==> src/rtl/sync_polarity_ctrl.sv <==
// rtl/sync_polarity_ctrl.sv - hsync/vsync polarity detection and correction, optional SYNC_POL_OVERRIDE_EN
// A channel commits an inversion only after LOCK_N consecutive agreeing duty measurements.

module sync_polarity_chan #(
  parameter int CNT_W  = 12,
  parameter int LOCK_N = 4
) (
  input  logic clk,
  input  logic rst_n,
  input  logic tick_i,
  input  logic in_i,
  output logic inv_o,
  output logic locked_o
);

  localparam logic [1:0] ST_WAIT_EDGE = 2'd0;
  localparam logic [1:0] ST_ACQUIRE   = 2'd1;
  localparam logic [1:0] ST_LOCKED    = 2'd2;
  localparam logic [1:0] ST_NOSIG     = 2'd3;

  localparam logic [CNT_W-1:0] CNT_MAX  = '1;
  localparam logic [CNT_W-1:0] CNT_ONE  = CNT_W'(1);
  localparam logic [3:0]       LOCK_N_C = 4'(LOCK_N);

  logic [1:0]       state_q, state_d;
  logic             s_q, s_d;
  logic [CNT_W-1:0] hi_q, hi_d, lo_q, lo_d;
  logic             cand_q, cand_d;
  logic [3:0]       match_q, match_d;
  logic             inv_q, inv_d;

  logic             rise, dec;
  logic [3:0]       match_inc;
  logic [CNT_W-1:0] hi_inc, lo_inc;

  always_comb begin
    state_d = state_q;
    s_d     = s_q;
    hi_d    = hi_q;
    lo_d    = lo_q;
    cand_d  = cand_q;
    match_d = match_q;
    inv_d   = inv_q;

    rise      = tick_i & in_i & ~s_q;
    dec       = (hi_q > lo_q);
    match_inc = (dec == cand_q) ? (match_q + 4'd1) : 4'd1;
    hi_inc    = (hi_q == CNT_MAX) ? CNT_MAX : (hi_q + CNT_ONE);
    lo_inc    = (lo_q == CNT_MAX) ? CNT_MAX : (lo_q + CNT_ONE);

    if (tick_i) begin
      s_d = in_i;
      if (rise) begin
        // The edge sample is the first high sample of the new period.
        hi_d = CNT_ONE;
        lo_d = '0;
        case (state_q)
          ST_ACQUIRE: begin
            cand_d  = dec;
            match_d = match_inc;
            if (match_inc >= LOCK_N_C) begin
              state_d = ST_LOCKED;
              inv_d   = dec;
            end
          end
          ST_LOCKED: begin
            if (dec != inv_q) begin
              state_d = ST_ACQUIRE;
              cand_d  = dec;
              match_d = 4'd1;
            end
          end
          default: begin
            state_d = ST_ACQUIRE;
            match_d = '0;
          end
        endcase
      end else if (state_q != ST_NOSIG) begin
        if (in_i) begin
          hi_d = hi_inc;
        end else begin
          lo_d = lo_inc;
        end
        if ((hi_d == CNT_MAX) || (lo_d == CNT_MAX)) begin
          state_d = ST_NOSIG;
        end
      end
    end
  end

  always_ff @(posedge clk or negedge rst_n) begin
    if (!rst_n) begin
      state_q <= ST_WAIT_EDGE;
      s_q     <= 1'b0;
      hi_q    <= '0;
      lo_q    <= '0;
      cand_q  <= 1'b0;
      match_q <= '0;
      inv_q   <= 1'b0;
    end else begin
      state_q <= state_d;
      s_q     <= s_d;
      hi_q    <= hi_d;
      lo_q    <= lo_d;
      cand_q  <= cand_d;
      match_q <= match_d;
      inv_q   <= inv_d;
    end
  end

  assign inv_o    = inv_q;
  assign locked_o = (state_q == ST_LOCKED);

endmodule

module sync_polarity_ctrl #(
  parameter int H_CNT_W = 12,
  parameter int V_CNT_W = 11,
  parameter int LOCK_N  = 4
) (
  input  logic clk,
  input  logic rst_n,
`ifdef SYNC_POL_OVERRIDE_EN
  input  logic ovr_en,
  input  logic ovr_h,
  input  logic ovr_v,
`endif
  input  logic hs_in,
  input  logic vs_in,
  output logic hs_out,
  output logic vs_out,
  output logic inv_h,
  output logic inv_v,
  output logic locked_h,
  output logic locked_v,
  output logic locked
);

  logic hs_prev_q;
  logic v_tick;
  logic inv_h_c, inv_v_c, locked_h_c, locked_v_c;
  logic hs_out_q, vs_out_q;

  // The V channel counts lines, so it advances once per raw hsync rising edge.
  assign v_tick = hs_in & ~hs_prev_q;

  sync_polarity_chan #(.CNT_W(H_CNT_W), .LOCK_N(LOCK_N)) u_chan_h (
    .clk      (clk),
    .rst_n    (rst_n),
    .tick_i   (1'b1),
    .in_i     (hs_in),
    .inv_o    (inv_h_c),
    .locked_o (locked_h_c)
  );

  sync_polarity_chan #(.CNT_W(V_CNT_W), .LOCK_N(LOCK_N)) u_chan_v (
    .clk      (clk),
    .rst_n    (rst_n),
    .tick_i   (v_tick),
    .in_i     (vs_in),
    .inv_o    (inv_v_c),
    .locked_o (locked_v_c)
  );

`ifdef SYNC_POL_OVERRIDE_EN
  logic ovr_en_q, ovr_h_q, ovr_v_q;

  always_ff @(posedge clk or negedge rst_n) begin
    if (!rst_n) begin
      ovr_en_q <= 1'b0;
      ovr_h_q  <= 1'b0;
      ovr_v_q  <= 1'b0;
    end else begin
      ovr_en_q <= ovr_en;
      ovr_h_q  <= ovr_h;
      ovr_v_q  <= ovr_v;
    end
  end

  assign inv_h    = ovr_en_q ? ovr_h_q : inv_h_c;
  assign inv_v    = ovr_en_q ? ovr_v_q : inv_v_c;
  assign locked_h = ovr_en_q | locked_h_c;
  assign locked_v = ovr_en_q | locked_v_c;
`else
  assign inv_h    = inv_h_c;
  assign inv_v    = inv_v_c;
  assign locked_h = locked_h_c;
  assign locked_v = locked_v_c;
`endif

  always_ff @(posedge clk or negedge rst_n) begin
    if (!rst_n) begin
      hs_prev_q <= 1'b0;
      hs_out_q  <= 1'b0;
      vs_out_q  <= 1'b0;
    end else begin
      hs_prev_q <= hs_in;
      hs_out_q  <= hs_in ^ inv_h;
      vs_out_q  <= vs_in ^ inv_v;
    end
  end

  assign hs_out = hs_out_q;
  assign vs_out = vs_out_q;
  assign locked = locked_h & locked_v;

endmodule

==> config.mk <==
export PLATFORM = sky130hd
export DESIGN_NAME = sync_polarity_ctrl
export DESIGN_NICKNAME = d
export VERILOG_FILES = /design/src/rtl/sync_polarity_ctrl.sv
export SDC_FILE = /design/constraint.sdc
export NUM_CORES = 1
export LEC_CHECK = 0
export ABC_AREA = 1
export BUFFER_PORTS_ARGS = -buffer_cell sky130_fd_sc_hd__buf_2
export CORE_MARGIN = 2
export CORE_UTILIZATION = 58
export CTS_BUF_LIST = sky130_fd_sc_hd__clkbuf_16
export DETAILED_ROUTE_END_ITERATION = 8
export GPL_TIMING_DRIVEN = 1
export PLACE_DENSITY = 0.78
export SYNTH_ARGS = -nofsm -noshare
export SYNTH_HDL_FRONTEND = slang
export SYNTH_SLANG_ARGS = --single-unit
==> constraint.sdc <==
create_clock -name clk -period 1.9 [get_ports clk]
set_input_delay 0.095 -clock clk [delete_from_list [all_inputs] [get_ports clk]]
set_output_delay 0.095 -clock clk [all_outputs]
set_load 0.005 [all_outputs]
==> results.toml <==
[outcome]
status = "finished with violations"
failed_checks = "setup timing"

[place]
gp_congestion = 0.9464
hpwlAfterDp_microns = 9378
placed_area_sq_um = 5645
dp_cells = 910
io_buffers = 10

[global_route]
grt_max_degree = 67
grt_first_pass_wirelength_microns = 22090
antenna_found_initial = 0
grt_pass1_vias = 4931
grt_use_total_pct = 30.32
overflow = 0

[drt]
route.vias.total = 5758
routed_wirelength_microns = 15960
antenna_left = 0
first_iter_violations = 499
avgRoutedWirePerCell_microns = 16.84
vias_per_cell = 6.074
drc = 0
dr.pass1.iters = 6

[synth]
synth-main-ff-cell = "dfrtp_1"
yosysTopAreaCell = "dfrtp_1"
ys_types = 36
synth_top_area_share_pct = 33.30
ys_seq_elements = 66
syn_area_sq_um = 4960
ys_top_cells_by_count = "nand2_1 (237), inv_1 (102), nand3_1 (72)"
synth_fp_nets = 770
synthArstFlopShare_pct = 100.0
syn_avg_cell_area_sq_um = 6.785
synthCells = 731
synth_warnings = 0
synth_edf_count = 0
synthTopCellsByArea = "dfrtp_1 (33%), nand2_1 (18%), ha_1 (8.8%)"
ys_seq_area_share_pct = 33.30
yosysMostFrequentCell = "nand2_1"

[clock_network]
htree_levels = 3
cts.sinks = 66
insertion_delay_ps = 330
root_buffer = "clkbuf_16"
clk_path_buf_depth = 2
cts_made_buffers = 9
clk_pin_slew_ps = 60
cts_tree = "yes"

[sta]
hold_violations = 0
max_freq_mhz = 455.9
max-slew-margin-rel_pct = 53.92
rsz0062_at_grt = "true"
fin_crit_sh_pct = 115.5
post-route-min-period_ps = 2194
fin_ws_ps = -293.6
worstMarginPinSlew_ps = 690.4
fin_worst_skew_ps = 3.375
slew_violations = 0
fin_tns_setup_ps = -1518
setup_viol = 13

[layout]
fin_nets = 878
final_cell_count_no_fill = 948
fillers = 478
final_cell_area_sq_um = 6606
multiInputGateArea_sq_um = 3323
seq_area_sq_um = 1663
drive_gt1_share_pct = 29.30
areaGrowthSynthToFinish_pct = 33.20
finalCoreUtilization_pct = 80.00
antennaDiodeCount = 0

[worst_setup_path]
crit_fanout = 4
critical_path_class = "reg -> reg"
cp-startpoint = "u_chan_h.hi_q[1]$_DFFE_PN0P_"
end_kind = "flop"
worstPathArrival_ps = 2420
r2r_start = "u_chan_h.hi_q[1]$_DFFE_PN0P_"
worstPathRequired_ps = 2120
start_kind = "flop"

[floorplan]
dieHeight_microns = 96.48
core_sq_um = 8258
num_io_pins = 11
num_rows = 33
fp.dieW_microns = 96.48
start_util_pct = 60.06
die_area_sq_um = 9307

[worst_hold_path]
hp-start = "vs_in"
hold_class = "in -> reg"

[power]
ir_worst_vdd_mv = 0.6598
power_density_nw_per_um2 = 1120
p_leak_nw = 3.240

[run]
maxCapViolCount = 0
-- layout make-up --
class                      count  area share, %
clock buffer                   9          3.409
clock inverter                 6         0.7765
inverter                     104          5.985
multi-input combinational    551          50.30
sequential                    66          25.17
tap                          105          1.989
timing repair buffer         107          12.37
-- sequential cells by signal, indices dropped and copies added (netlist names) --
signal and cells:
u_chan_v.hi_q 11, u_chan_h.lo_q 12, u_chan_v.inv_o 1, u_chan_v.state_q 2
u_chan_v.s_q 1, u_chan_h.state_q 2, hs_out 1, u_chan_v.lo_q 11
u_chan_v.cand_q 1, vs_out 1, u_chan_h.cand_q 1, u_chan_h.inv_o 1
u_chan_h.match_q 4, u_chan_v.match_q 4, u_chan_h.hi_q 12, u_chan_h.s_q 1
-- kinds of logic after synthesis --
| kind of cell | Yosys count | synth area share, % |
|---|---|---|
| AND/OR/NAND/NOR | 403 | 35.29 |
| buffers and inverters | 117 | 9.763 |
| AO/OA/AOI/OAI | 94 | 9.990 |
| flip-flops | 66 | 33.30 |
| adder cells (fa/ha/maj) | 35 | 8.829 |
| XOR/XNOR | 16 | 2.826 |
-- critical path, cell delays in order (launching register included) --
cell	delay (ps)
dfrtp_1	410
buf_4	150
nand2_1	90
nor3_1	270
buf_4	200
nand2_1	50
nand2_1	80
nand3_1	100
nand2_1	80
inv_1	40
nand2_1	60
nor2_1	40
nand2_1	140
nand3_2	130
nand3_1	160
nand2_2	60
-- layer usage --
| layer | up-vias | global-route usage [%] | wire length (microns) |
|---|---|---|---|
| met3 | 74 | 4.888 | 1597 |
| met1 | 2697 | 40.47 | 6160 |
| met2 | 405 | 49.71 | 7636 |
| met4 | 0 | 11.27 | 570 |
| met5 | - | 0 | 0 |
| li1 | 2582 | - | - |
-- cells in the final DEF, fill, tap and decap left out, drive strengths merged, types with 2 or more instances in the layout --
cell type	instances
clkbuf	9
nand3b	2
a21oi	15
nand4	21
a22o	2
nor2	58
dfrtp	66
inv	106
nand2	238
buf	106
nor3	6
and2	2
nand3	78
o21ai	70
o211ai	2
ha	35
xor2	15
clkinv	3
-- what timing repair did --
| item | CTS | global route |
|---|---|---|
| buffers inserted | 4 | 15 |
| gates cloned | 2 | 1 |
| pin swaps | 13 | 37 |
| setup endpoints to repair | 16 | 16 |
| hold endpoints to repair | 66 | 0 |
| hold buffers | 1 | 0 |
| resized for setup | 46 | 95 |
-- path summary, 6_finish.rpt --
kind	to	slack, ps	cells after the start
max	u_chan_h.state_q[0]$_DFFE_PN0P_	-290	15
min	u_chan_v.s_q$_DFFE_PN0P_	130	3
max reg2reg	u_chan_h.state_q[0]$_DFFE_PN0P_	-290	15
min reg2reg	u_chan_v.s_q$_DFFE_PN0P_	490	2
max in group asynchronous	u_chan_h.hi_q[9]$_DFFE_PN0P_	1270	3
min in group asynchronous	u_chan_h.lo_q[6]$_DFFE_PN0P_	320	3
-- metrics by stage --
step           total power, W  hold slack, ps  setup slack [ps]
2_1_floorplan        0.003629          -200.6             20.60
3_3_place_gp         0.004477           144.1            -79.97
3_5_place_dp         0.004606           147.5            -151.2
4_1_cts              0.006490           116.0            -76.13
5_1_grt              0.007763           130.7            -382.0
6_report             0.007399           134.3            -293.6
-- report_power, final --
part / total [W] / switching [W] / internal [W]
Sequential: 0.00200 / 0.000319 / 0.00168
Combinational: 0.00377 / 0.00221 / 0.00156
Clock: 0.00163 / 0.000639 / 0.000990
Power figures use the tool's default switching activity.
